--- config.mk ---
export PLATFORM = sky130hd
export DESIGN_NAME = uart_tx_feeder
export DESIGN_NICKNAME = d
export VERILOG_FILES = /design/src/rtl/uart_pkg.sv /design/src/rtl/uart_sync_fifo.sv /design/src/rtl/uart_tx_feeder.sv
export SDC_FILE = /design/constraint.sdc
export NUM_CORES = 1
export LEC_CHECK = 0
export BUFFER_PORTS_ARGS = -buffer_cell sky130_fd_sc_hd__buf_2
export CAP_MARGIN = 5
export CORE_ASPECT_RATIO = 2
export CORE_MARGIN = 3
export CORE_UTILIZATION = 60
export CTS_CLUSTER_DIAMETER = 60
export DETAILED_ROUTE_END_ITERATION = 10
export PLACE_DENSITY = 0.85
export REMOVE_ABC_BUFFERS = 1
export SKIP_CTS_REPAIR_TIMING = 1
export SYNTH_ARGS = -nofsm -noshare
export SYNTH_HDL_FRONTEND = slang
export SYNTH_SLANG_ARGS = --single-unit
--- constraint.sdc ---
create_clock -name clk -period 2.4 [get_ports clk]
set_input_delay 0.24 -clock clk [delete_from_list [all_inputs] [get_ports clk]]
set_output_delay 0.24 -clock clk [all_outputs]
set_load 0.02 [all_outputs]
--- src/rtl/uart_pkg.sv ---
// uart_pkg: shared constants and feeder FSM state encoding for the UART TX feeder.
// Contents: default DATAWIDTH/DEPTH and the IDLE/WAIT_DONE state codes.
package uart_pkg;
    localparam int DATAWIDTH_DEF = 8;
    localparam int DEPTH_DEF     = 16;
    typedef logic [0:0] feeder_state_t;
    localparam feeder_state_t IDLE      = 1'b0;
    localparam feeder_state_t WAIT_DONE = 1'b1;
endpackage

--- src/rtl/uart_sync_fifo.sv ---
// uart_sync_fifo: synchronous FIFO with registered full/empty and occupancy count.
// Ports: clk, rst (sync active-high), push/din (write, dropped while full),
//        pop (advance read pointer, ignored while empty), dout (head entry),
//        full, empty, count (0..DEPTH).
module uart_sync_fifo
    import uart_pkg::*;
#(
    parameter int DATAWIDTH = DATAWIDTH_DEF,
    parameter int DEPTH     = DEPTH_DEF,
    localparam int ADDRW    = $clog2(DEPTH)
) (
    input  logic                 clk,
    input  logic                 rst,
    input  logic                 push,
    input  logic [DATAWIDTH-1:0] din,
    input  logic                 pop,
    output logic [DATAWIDTH-1:0] dout,
    output logic                 full,
    output logic                 empty,
    output logic [ADDRW:0]       count
);
    localparam int CW = ADDRW + 1;
    localparam logic [ADDRW:0]   CNT_ONE  = CW'(1);
    localparam logic [ADDRW:0]   CNT_FULL = CW'(DEPTH);
    localparam logic [ADDRW-1:0] PTR_ONE  = ADDRW'(1);

    logic [DATAWIDTH-1:0] mem [DEPTH];
    logic [ADDRW-1:0]     wr_ptr, rd_ptr;
    logic                 do_push, do_pop;
    logic [ADDRW:0]       count_nxt;

    // Registered full gates the write even when a pop lands on the same edge.
    assign do_push   = push && !full;
    assign do_pop    = pop && !empty;
    assign count_nxt = (do_push && !do_pop) ? count + CNT_ONE :
                       (!do_push && do_pop) ? count - CNT_ONE : count;
    assign dout      = mem[rd_ptr];

    // Storage is never cleared; only the pointers define what is valid.
    always_ff @(posedge clk) begin
        if (do_push && !rst) mem[wr_ptr] <= din;
    end

    // DEPTH is a power of two, so pointers wrap naturally.
    always_ff @(posedge clk) begin
        if (rst) begin
            wr_ptr <= '0;
            rd_ptr <= '0;
            count  <= '0;
            full   <= 1'b0;
            empty  <= 1'b1;
        end else begin
            if (do_push) wr_ptr <= wr_ptr + PTR_ONE;
            if (do_pop)  rd_ptr <= rd_ptr + PTR_ONE;
            count <= count_nxt;
            full  <= (count_nxt == CNT_FULL);
            empty <= (count_nxt == '0);
        end
    end
endmodule

--- src/rtl/uart_tx_feeder.sv ---
// uart_tx_feeder: buffers host bytes and launches them one at a time to a UART transmitter.
// Ports: clk, rst (sync active-high); host side wr_en/wr_data, full, empty, count;
//        transmitter side tx_valid (one-cycle launch), tx_data (held until next launch),
//        tx_busy, tx_done; overflow (sticky dropped-write flag).
// Optional: define UART_TX_FEEDER_OVF_EN to build the overflow flag; otherwise it is tied 0.
module uart_tx_feeder
    import uart_pkg::*;
#(
    parameter int DATAWIDTH = DATAWIDTH_DEF,
    parameter int DEPTH     = DEPTH_DEF,
    localparam int ADDRW    = $clog2(DEPTH)
) (
    input  logic                 clk,
    input  logic                 rst,
    input  logic                 wr_en,
    input  logic [DATAWIDTH-1:0] wr_data,
    output logic                 full,
    output logic                 empty,
    output logic [ADDRW:0]       count,
    output logic                 tx_valid,
    output logic [DATAWIDTH-1:0] tx_data,
    input  logic                 tx_busy,
    input  logic                 tx_done,
    output logic                 overflow
);
    feeder_state_t        state;
    logic                 launch;
    logic [DATAWIDTH-1:0] head;

    // A launch is also the FIFO pop; tx_busy in IDLE covers a still-running stop bit.
    assign launch = (state == IDLE) && !empty && !tx_busy;

    uart_sync_fifo #(
        .DATAWIDTH(DATAWIDTH),
        .DEPTH    (DEPTH)
    ) u_fifo (
        .clk  (clk),
        .rst  (rst),
        .push (wr_en),
        .din  (wr_data),
        .pop  (launch),
        .dout (head),
        .full (full),
        .empty(empty),
        .count(count)
    );

    always_ff @(posedge clk) begin
        if (rst) begin
            state    <= IDLE;
            tx_valid <= 1'b0;
            tx_data  <= '0;
        end else begin
            tx_valid <= launch;
            if (launch) tx_data <= head;
            state <= launch ? WAIT_DONE :
                     (state == WAIT_DONE && tx_done) ? IDLE : state;
        end
    end

`ifdef UART_TX_FEEDER_OVF_EN
    always_ff @(posedge clk) begin
        if (rst) overflow <= 1'b0;
        else if (wr_en && full) overflow <= 1'b1;
    end
`else
    assign overflow = 1'b0;
`endif
endmodule
# --- Word level (Yosys, flattened, before mapping) ---
# Memory sizes are Yosys's and may differ from the RTL's. A register that Yosys moved wholly into a read port is not among the register bits.
# Cells that the tools add are included.
totals:
  ram_bits: 128
  reg_bits: 17
  mem_bits_ro: 0
  word_cells: 36
  latch_bits: 0
  mem_count: 1
classes:
  n_reduce_logical: 16
  n_eq_ne: 1
  n_div: 0
  muxes: 6
  bitwise: 1
  n_addsub: 4
  order_cmp: 0
  mul: 0
  n_shift: 0
mem_list:
  columns: ["name", "depth", "word_bits", "rd", "rd_clocked_by_memory_dff", "write_ports", "line", "rtl"]
  rows:
  - ["u_fifo.mem", 16, 8, 1, 1, 1, "uart_sync_fifo.sv:27", "logic [DATAWIDTH-1:0] mem [DEPTH];"]
op_table:
  columns: ["cell", "count"]
  rows:
  - ["two-way mux 5 bit", 2]
  - ["adder 4 x 1 -> 4 bit, second input constant", 2]
  - ["logical AND 1 bit", 8]
  - ["logical NOT 1 bit", 6]
  - ["adder 5 x 1 -> 5 bit, second input constant", 1]
  - ["== test 5 bit, second input constant", 1]
  - ["logical NOT 5 bit", 1]
  - ["subtractor 5 x 1 -> 5 bit, second input constant", 1]
  - ["two-way mux 1 bit", 4]
  - ["nonzero test 2 bit", 1]
  - ["NOT 1 bit", 1]

# --- Longest topological paths before layout ---
# Gate-level depths: netlist (run 1).
logic_depth:
  word_depth: 8
  mapped_depth: 7
  ltp_nobuf: 6

# --- Hierarchy ---
# From an unflattened synthesis (run 1), not the netlist that was laid out.
unflattened:
  cells_unflattened: 342
  hier_area_um2: 6294.8
by_module_without_submodules:
  columns: ["module", "area_each_um2", "n_inst", "cells_per_inst", "seq_area_each_um2"]
  rows:
  - ["uart_sync_fifo", 5846.9, 1, 297, 4224.1]
  - ["uart_tx_feeder", 447.9, 1, 45, 200.2]

# --- Worst setup path after synthesis (run 1) ---
# No wires, ideal clock.
synth_path:
  path_kind: "register to register"
  startpoint: "reg u_fifo.rd_ptr[0]"
  endpoint: "reg tx_data[3], read port of u_fifo.mem"
  stages_incl_launch_ff: 8
  setup_time_ns: 0.128
  arrival_ns: 1.562
  setup_slack_ns: 0.711
  cell_sequence: "dfxtp_1 -> buf_4 -> buf_6 -> mux4_2 -> a22oi_1 -> a21oi_1 -> a21oi_1 -> nor2_1"
synth_lines:
  columns: ["item", "line", "rtl"]
  rows:
  - ["start, declared", "uart_sync_fifo.sv:28", "logic [ADDRW-1:0] wr_ptr, rd_ptr;"]
  - ["start signal, assigned", "uart_sync_fifo.sv:54", "if (do_pop) rd_ptr <= rd_ptr + PTR_ONE;"]
  - ["end, declared", "uart_tx_feeder.sv:21", "output logic [DATAWIDTH-1:0] tx_data,"]

==> flow_summary.toml, run 1 <==
[sta]
finalHoldViolCount = 0
rsz0062_at_grt = "false"
max_slew.worst_pin.slew_ps = 787
finalSetupTns_ps = 0
finalCritPeriodShare_pct = 84.1
setup_viol = 0
slew_violations = 0
fin_hold_ws_ps = 86.0
timing.final.crit_period_ps = 2020
fmax_mhz = 495
max-slew-margin-rel_pct = 47.4
clock_skews_ps = 8.03

[setup_path]
timing.critical_path.arrival_ps = 2330
critical_path.max_fanout = 15
crit_path_start_kind = "flip-flop"
end_kind = "flip-flop"
worst-path-buf-inv = 1
path_class = "flip-flop to flip-flop"
cp_slowest_cell = "sky130_fd_sc_hd__dfxtp_2"
worstSetupPathDepth = 6
crit_chain = "buf_12 -> mux4_2 -> a22oi_1 -> a21oi_1 -> a21oi_1 -> nor2_1"
critPathTopFamily = "compound AO/OA/AOI/OAI gates"
worst-r2r-cell-count = 6
required_ps = 2710
cpPeakStageDelay_ps = 540
critical-path-top-cell-by-count = "sky130_fd_sc_hd__a21oi_1"

[pwr]
p_total_mw = 6.49
p_leak_nw = 2.36
power_per_cell_area_nw_per_um2 = 924
vdd_ir_drop_max_mv = 0.775

[synthesis]
synth-simple-area-share_pct = 6.37
muxShareOfSynthArea_pct = 12.0
post_synth_adder_cell_area_pct = 1.45
ys.warnings.count = 0
synth_top_family_by_area = "multiplexers"
synthDominantCellAreaShare_pct = 63.7
avgSynthCellArea_sq_um = 17.1
postSynth.topFlopCell = "sky130_fd_sc_hd__edfxtp_1"
synth-seq-area-share_pct = 72.0
cell_types_with_the_largest_area_share_after_synthesis = "sky130_fd_sc_hd__edfxtp_1 (64%), sky130_fd_sc_hd__mux4_2 (12%), sky130_fd_sc_hd__dfxtp_1 (8.3%)"
post_synth_num_cell_types = 37
yosysTopAreaCell = "sky130_fd_sc_hd__edfxtp_1"
synth_cells = 353
synth-edff-count = 128
synthArstFlopShare_pct = 0
netlist_area_sq_um = 6030
synth_xor_xnor_area_share_pct = 1.16
synth-seq-cells = 153
synth_compound_gate_area_share_pct = 4.86

[detailed_routing]
detail_route.vias_per_cell = 6.24
detailedRoute.firstPassIterationCount = 6
ant_nets = 0
drc = 0
avgRoutedWirePerCell_microns = 23.1
total_detailed_routing_wirelength_microns = 12600
drtIter0Drc = 317
vias = 3411

[final_layout]
final_layout_size_suffix_gt1_share_pct = 28.7
syn_to_final_growth_pct = 16.5
fillCellCount = 583
final_cell_mix = "sky130_fd_sc_hd__edfxtp_1 (128), sky130_fd_sc_hd__nor2_1 (40), sky130_fd_sc_hd__mux4_2 (32)"
final_area_sq_um = 7020
antenna_cells_inserted = 0
fin_nets = 422
mostFrequentLayoutCell = "sky130_fd_sc_hd__edfxtp_1"

[die]
num_io_pins = 30
dieArea_sq_um = 11400
placement_rows = 51
core_box_area_sq_um = 9760
die_y_microns = 148
floorplan.initialDensity_pct = 61.8
die_width_microns = 76.9

[global_route]
antenna_found_initial = 0
grt_max_degree = 36
grt_pass1_vias = 3564
global_route.overflow_total = 0
grt_pass1_wl_microns = 19600
groute.usage.overall_pct = 24.2

[place]
numPortBuffers = 28
place_congestion = 0.751
placed_area_sq_um = 6430
detailed_place_hpwl_microns = 8490

[clock_tree]
cts.reportedPaths.clkPinSlew_ps = 60
cts_made_buffers = 17
clk-insertion-delay-late_ps = 420
tritoncts = "yes"
clock_tree.htree_level_count = 4
clkSinkCount = 153
cts_root_buffer = "sky130_fd_sc_hd__clkbuf_16"
cts_buffer_depth = 2

[outcome]
run_status = "complete, no violations"

[worst_hold_path]
whs_path_depth = 3
hold_class = "input port to flip-flop"

[run]
maxCapViolCount = 0
layer usage:
layer / GRT usage [%] / wire, microns / vias up
li1: - / - / 1479
met1: 26.9 / 4530 / 1746
met2: 42.5 / 7110 / 151
met3: 6.22 / 607 / 35
met4: 12.4 / 389 / 0
met5: 0 / 0 / -
worst reg2reg max path: cells and delay by family (launching register included):
family	cells	cell delay (ps)
compound gates	3	560
buf+inv	1	230
flops	1	540
mux	1	540
simple gates	1	50
cell families after synthesis:
kind of cell	after synthesis
adders and majority gates	7
other	1
buffers and inverters	25
AOI/OAI and AO/OA	46
xor gates and xnor gates	8
and+or+nand+nor	81
DFF	153
muxes	32
sequential cells by signal (all words and copies together) (netlist names):
| name | cells |
|---|---|
| u_fifo.mem | 128 |
| u_fifo.count | 5 |
| u_fifo.rd_ptr | 4 |
| u_fifo.full | 1 |
| state | 1 |
| u_fifo.wr_ptr | 4 |
| tx_valid | 1 |
| u_fifo.empty | 1 |
| tx_data | 8 |
per-stage QoR:
| stage | setup slack, ps | std cells | utilization [%] |
|---|---|---|---|
| after global placement | 504 | 515 | 65.9 |
| after CTS | 392 | 547 | 71.9 |
| after detailed placement | 467 | 515 | 65.9 |
| after floorplan | -304 | 333 | - |
| after global routing | 284 | 547 | 71.9 |
| final | 380 | 547 | 71.9 |
final timing paths:
kind,slack (ps),startpoint,end
worst max-delay path,380,u_fifo.rd_ptr[0]$_SDFFE_PP0P_,tx_data[5]$_SDFFE_PP0N_
worst min-delay path,90,tx_done,state$_SDFFE_PP0P_
worst max register to register,380,u_fifo.rd_ptr[0]$_SDFFE_PP0P_,tx_data[5]$_SDFFE_PP0N_
worst min register to register,500,tx_data[5]$_SDFFE_PP0N_,tx_data[5]$_SDFFE_PP0N_
where the power goes:
| part | internal [mW] | switching (mW) |
|---|---|---|
| clock network | 1.59 | 1.04 |
| logic | 0.366 | 0.442 |
| registers | 2.95 | 0.0983 |
synth_stat cells (2+ instances only):
cell type / number
sky130_fd_sc_hd__edfxtp_1: 128
sky130_fd_sc_hd__nor2_1: 40
sky130_fd_sc_hd__mux4_2: 32
sky130_fd_sc_hd__dfxtp_1: 25
sky130_fd_sc_hd__a21oi_1: 21
sky130_fd_sc_hd__a22oi_1: 16
sky130_fd_sc_hd__nand2_1: 15
sky130_fd_sc_hd__clkbuf_1: 8
sky130_fd_sc_hd__ha_1: 7
sky130_fd_sc_hd__nand3_1: 6
sky130_fd_sc_hd__buf_2: 5
sky130_fd_sc_hd__inv_1: 5
sky130_fd_sc_hd__nand4_1: 4
sky130_fd_sc_hd__xnor2_1: 4
sky130_fd_sc_hd__xor2_1: 4
sky130_fd_sc_hd__buf_4: 3
sky130_fd_sc_hd__nor2b_1: 3
sky130_fd_sc_hd__a31o_2: 2
sky130_fd_sc_hd__buf_1: 2
sky130_fd_sc_hd__buf_6: 2
sky130_fd_sc_hd__nand2b_1: 2
sky130_fd_sc_hd__nor4_1: 2
sky130_fd_sc_hd__o21ai_0: 2
sky130_fd_sc_hd__or3_1: 2
cell type report:
class | instances | area (sq um) | share of cell area [%]
clock buffers | 19 | 453 | 6.45
multi-input cells | 175 | 1560 | 22.2
inverters | 5 | 18.8 | 0.267
flip-flops and latches | 153 | 4350 | 61.9
well taps | 132 | 165 | 2.35
clock inverters | 13 | 140 | 2.00
repair buffers | 50 | 343 | 4.88
(Power assumes the default switching activity.)
==> inputs of run 2 (changes only) <==
clock period = 1.9 ns   (was 2.4 ns; I/O delays follow)
==> run 2 against run 1 <==
- worst hold slack got worse by 17 ps
- largest power group unchanged
- core utilization grew 0.24 points
- register-to-register slack worse by 290 ps
- non-clock buffer count rose by 6
==> flow_summary.toml, run 2 (synthesis gave the netlist of run 1 again) <==
[sta]
timing.final.crit_period_ps = 1810
fin_hold_ws_ps = 68.7
clock_skews_ps = 10.7
finalHoldViolCount = 0
rsz0062_at_grt = "false"
slew_violations = 0
setup_viol = 0
fmax_mhz = 551
finalCritPeriodShare_pct = 95.4

[place]
placed_area_sq_um = 6460
numPortBuffers = 28
place_congestion = 0.764
detailed_place_hpwl_microns = 8650

[clock_tree]
cts_made_buffers = 17
clock_tree.htree_level_count = 4
cts.reportedPaths.clkPinSlew_ps = 70
cts_buffer_depth = 2
cts_root_buffer = "sky130_fd_sc_hd__clkbuf_16"
clkSinkCount = 153
tritoncts = "yes"
clk-insertion-delay-late_ps = 420

[detailed_routing]
detail_route.vias_per_cell = 6.22
ant_nets = 0
drc = 0
total_detailed_routing_wirelength_microns = 12900
detailedRoute.firstPassIterationCount = 5
vias = 3442
drtIter0Drc = 272
avgRoutedWirePerCell_microns = 23.3

[final_layout]
reg.largest.list = "u_fifo.mem: 128 flops, tx_data: 8 flops, u_fifo.count: 5 flops"
syn_to_final_growth_pct = 16.9
largest_register_ff_count = 128
layout.core_utilization_pct = 72.2
fin_nets = 428
antenna_cells_inserted = 0
final_area_sq_um = 7050
final_cell_mix = "sky130_fd_sc_hd__edfxtp_1 (128), sky130_fd_sc_hd__nor2_1 (40), sky130_fd_sc_hd__mux4_2 (32)"
regMostFlops = "u_fifo.mem"
final_layout_size_suffix_gt1_share_pct = 30.6
mostFrequentLayoutCell = "sky130_fd_sc_hd__edfxtp_1"
fillCellCount = 569

[run]
maxCapViolCount = 0

[setup_path]
timing.critical_path.arrival_ps = 2120
critPathTopFamily = "multiplexers"
crit_chain = "buf_12 -> mux4_2 -> a22oi_1 -> a21oi_1 -> a21oi_1 -> nor2_1"
required_ps = 2200
critical-path-top-cell-by-count = "sky130_fd_sc_hd__a21oi_1"
cp_slowest_cell = "sky130_fd_sc_hd__mux4_2"
end_kind = "flip-flop"
crit_path_start_kind = "flip-flop"
path_class = "flip-flop to flip-flop"
cpPeakStageDelay_ps = 540
worst_setup_path_startpoint = "u_fifo.rd_ptr[0]$_SDFFE_PP0P_"
rr_startpoint = "u_fifo.rd_ptr[0]$_SDFFE_PP0P_"
worst-path-buf-inv = 1
critical_path.max_fanout = 23

[global_route]
grt_max_degree = 36
use_met3_pct = 5.91
groute.layer.met1.usage_pct = 27.5
grt_pass1_wl_microns = 20100
groute.usage.overall_pct = 24.8
met2_usage_pct = 43.3
antenna_found_initial = 0
global_route.overflow_total = 0
global_route.peak_usage_layer = "met2"
grt_pass1_vias = 3564

[pwr]
p_clk_share_pct = 39.6
power_per_cell_area_nw_per_um2 = 1140
combinationalPowerShare_pct = 12.9
power.switching_mw = 2.10
vdd_ir_drop_max_mv = 0.952
cellInternalPower_mw = 5.96
p_total_mw = 8.07
p_leak_nw = 2.39
swShare_pct = 26.1
seq_power_share_pct = 47.5

[outcome]
run_status = "complete, no violations"

[worst_hold_path]
hold_class = "input port to flip-flop"
hold_path.startpoint = "tx_done"

[die]
core_box_area_sq_um = 9760
placement_rows = 51
floorplan.initialDensity_pct = 61.8
die_width_microns = 76.9
die_y_microns = 148
num_io_pins = 30
dieArea_sq_um = 11400
==> run 2: changes by cell type in the layout (fill, tap and decap cells not counted), moves of 2 or more <==
cell / previous run / this run
sky130_fd_sc_hd__a22oi_1: 16 / 14
sky130_fd_sc_hd__a22oi_2: 0 / 2
sky130_fd_sc_hd__buf_4: 19 / 26
sky130_fd_sc_hd__bufinv_16: 2 / 0
sky130_fd_sc_hd__clkinv_2: 2 / 0
sky130_fd_sc_hd__clkinv_4: 2 / 4
sky130_fd_sc_hd__inv_8: 0 / 4
==> run 2: final cells by class <==
type	count	area, sq um	area share (%)
clock buffers	18	439	6.23
flip-flops and latches	153	4350	61.7
inverters	5	18.8	0.266
repair buffers	56	375	5.33
multi-input cells	175	1570	22.3
well taps	132	165	2.34
clock inverters	14	130	1.85
==> run 2: final timing paths <==
check,cells past startpoint,slack [ps],end
worst max-delay path,6,90,tx_data[3]$_SDFFE_PP0N_
worst min-delay path,3,70,state$_SDFFE_PP0P_
worst max register to register,6,90,tx_data[3]$_SDFFE_PP0N_
worst min register to register,2,500,tx_data[7]$_SDFFE_PP0N_
==> run 2: per-stage QoR <==
stage / setup TNS, ps / worst slack (ps) / std cells
6_report: 0 / 86.5 / 553
5_1_grt: 0 / 11.4 / 553
4_1_cts: 0 / 69.7 / 553
3_5_place_dp: 0 / 58.8 / 521
3_3_place_gp: 0 / 155 / 521
2_1_floorplan: -7270 / -804 / 333
==> run 2: power groups by stage <==
stage               registers (mW)  logic, mW  clock network [mW]
finish                        3.83       1.04                3.19
global route                  3.85       1.12                3.38
CTS                           3.83       1.04                3.25
detailed placement            3.90       1.03                   0
global placement              3.89      0.986                   0
floorplan                     4.03      0.538                   0
==> run 2: tightest hold or removal path: stages <==
cell                       delay [ps]
sky130_fd_sc_hd__buf_2             80
sky130_fd_sc_hd__nand2b_1         100
sky130_fd_sc_hd__a21oi_1           70
==> run 2: metal layers <==
layer / wire length (microns) / vias to the layer above
li1: - / 1496
met1: 4560 / 1764
met2: 7220 / 142
met3: 584 / 40
met4: 522 / 0
met5: 0 / -
==> inputs of run 3 (changes only) <==
ABC_AREA = 1   (was not set)
CORE_UTILIZATION = 63   (was 60)
PLACE_DENSITY = 0.88   (was 0.85)
SETUP_SLACK_MARGIN = 0.02   (was not set)
clock period = 2.2 ns   (was 1.9 ns; I/O delays follow)
==> run 3 against run 2 <==
- final area rose by 4.6%
- clock power fell by 9.1%
- first-iteration DRC count rose by 110%
- total power fell by 8.7%
- critical path type unchanged
==> flow_summary.toml, run 3 <==
[detailed_routing]
vias = 4781
detail_route.vias_per_cell = 6.11
avgRoutedWirePerCell_microns = 20.9
total_detailed_routing_wirelength_microns = 16300
drtIter0Drc = 577
ant_nets = 0
drc = 0
detailedRoute.firstPassIterationCount = 5

[clock_tree]
cts_root_buffer = "sky130_fd_sc_hd__clkbuf_16"
cts.reportedPaths.clkPinSlew_ps = 60
clk-insertion-delay-late_ps = 420
clock_tree.htree_level_count = 4
cts_buffer_depth = 2
cts_made_buffers = 17
tritoncts = "yes"
clkSinkCount = 153

[final_layout]
regMostFlops = "u_fifo.mem"
fin_nets = 658
multiInputGateArea_sq_um = 1790
final_layout_size_suffix_gt1_share_pct = 15.8
final_cell_mix = "sky130_fd_sc_hd__nor2_1 (128), sky130_fd_sc_hd__edfxtp_1 (128), sky130_fd_sc_hd__nand2_1 (80)"
largest_register_ff_count = 128
fillCellCount = 580
seq_area_sq_um = 4350
antenna_cells_inserted = 0
syn_to_final_growth_pct = 13.7
reg.largest.list = "u_fifo.mem: 128 flops, tx_data: 8 flops, u_fifo.count: 5 flops"

[setup_path]
critical_path.max_fanout = 52
required_ps = 2570
path_class = "flip-flop to flip-flop"
timing.critical_path.arrival_ps = 2170
end_kind = "flip-flop"
crit_path_start_kind = "flip-flop"
worst-r2r-cell-count = 7

[pwr]
p_clk_share_pct = 39.3
swShare_pct = 27.3
vdd_ir_drop_max_mv = 0.882
power.switching_mw = 2.01
p_total_mw = 7.36
cellInternalPower_mw = 5.36
combinationalPowerShare_pct = 15.8
power_per_cell_area_nw_per_um2 = 999
seq_power_share_pct = 44.9
p_leak_nw = 2.82

[global_route]
antenna_found_initial = 0
groute.usage.overall_pct = 29.7
grt_max_degree = 80
grt_pass1_wl_microns = 25400
grt_pass1_vias = 4852
global_route.overflow_total = 0

[sta]
slew_violations = 0
fmax_mhz = 556
finalHoldViolCount = 0
max-slew-margin-rel_pct = 45.1
setup_viol = 0
timing.final.crit_period_ps = 1800
finalCritPeriodShare_pct = 81.8
clock_skews_ps = 5.65
fin_hold_ws_ps = 39.0
rsz0062_at_grt = "false"
max_slew.worst_pin.slew_ps = 822

[place]
place_congestion = 0.937
detailed_place_hpwl_microns = 9810
numPortBuffers = 28

[synthesis]
ys.warnings.count = 0
synthTopCellsByCount = "sky130_fd_sc_hd__edfxtp_1 (128), sky130_fd_sc_hd__nor2_1 (128), sky130_fd_sc_hd__nand2_1 (80)"
post_synth_num_cell_types = 31
yosysTopAreaCell = "sky130_fd_sc_hd__edfxtp_1"
synthDominantCellAreaShare_pct = 59.3
synthArstFlopShare_pct = 0
postSynth.topFlopCell = "sky130_fd_sc_hd__edfxtp_1"
synth_cells = 598
avgSynthCellArea_sq_um = 10.8
synth-edff-count = 128
cell_types_with_the_largest_area_share_after_synthesis = "sky130_fd_sc_hd__edfxtp_1 (59%), sky130_fd_sc_hd__dfxtp_1 (7.7%), sky130_fd_sc_hd__nor2_1 (7.4%)"
netlist_area_sq_um = 6480
synth-seq-area-share_pct = 67.0
synth-seq-cells = 153

[die]
die_width_microns = 77.7
floorplan.initialDensity_pct = 65.6
core_box_area_sq_um = 9890
num_io_pins = 30
die_y_microns = 149
dieArea_sq_um = 11600
placement_rows = 51

[run]
maxCapViolCount = 0

[worst_hold_path]
hold_class = "input port to flip-flop"
whs_path_depth = 4

[outcome]
run_status = "complete, no violations"
## run 3: cell count changes after synthesis, sizes merged, moves of 13 or more
cell,change
nor2,+91
a22oi,-16
o211ai,+13
mux4,-32
o21ai,+46
inv,+33
nand3,+68
nand2,+68
## run 3: power groups by stage
stage          Clock, mW  Combinational (mW)  Sequential (mW)
2_1_floorplan          0               0.619             3.47
3_3_place_gp           0                1.06             3.35
3_5_place_dp           0                1.11             3.36
4_1_cts             2.91                1.15             3.30
5_1_grt             3.03                1.27             3.31
6_report            2.90                1.16             3.30
## run 3: final cells by class
class | instances | share of cell area [%]
well taps | 132 | 2.24
clock inverters | 14 | 2.10
repair buffers | 51 | 4.58
flip-flops and latches | 153 | 58.9
inverters | 40 | 2.04
multi-input cells | 375 | 24.3
clock buffers | 18 | 5.82
## run 3: worst max-delay path, cell delays in order, from the launching register on
cell and delay [ps]:
sky130_fd_sc_hd__dfxtp_2 340, sky130_fd_sc_hd__inv_2 600, sky130_fd_sc_hd__o21ai_0 360, sky130_fd_sc_hd__nand3_1 160, sky130_fd_sc_hd__nand3_1 90, sky130_fd_sc_hd__nand3_1 90, sky130_fd_sc_hd__nand2_1 60, sky130_fd_sc_hd__inv_1 50
## run 3: final timing paths
path	from	to	slack [ps]
setup / recovery	u_fifo.rd_ptr[0]$_SDFFE_PP0P_	tx_data[4]$_SDFFE_PP0N_	400
hold / removal	tx_done	state$_SDFFE_PP0P_	40
setup reg to reg	u_fifo.rd_ptr[0]$_SDFFE_PP0P_	tx_data[4]$_SDFFE_PP0N_	400
hold reg to reg	state$_SDFFE_PP0P_	state$_SDFFE_PP0P_	490
## run 3: cells by family after synthesis
group / count (synthesis) / share of synthesized area, %
and+or+nand+nor: 296 / 19.4
DFF: 153 / 67.0
AOI/OAI and AO/OA: 70 / 6.68
buffers and inverters: 70 / 5.38
adders and majority gates: 7 / 1.35
xor gates and xnor gates: 1 / 0.135
other: 1 / 0.0578
## run 3: layer usage
layer  GRT usage [%]  routed length [microns]
met3            6.81                     1190
met4            16.8                      815
met1            31.4                     5340
met2            53.2                     9000
met5               0                        0
## run 3: through the flow
stage	TNS (ps)	utilization [%]	setup WS, ps	instance area [sq um]	cells
after floorplan	-8830	-	-887	6280	568
after global placement	0	68.6	559	6790	751
after detailed placement	0	68.6	508	6790	751
after CTS	0	74.5	428	7370	783
after global routing	0	74.5	259	7370	783
final	0	74.5	400	7370	783
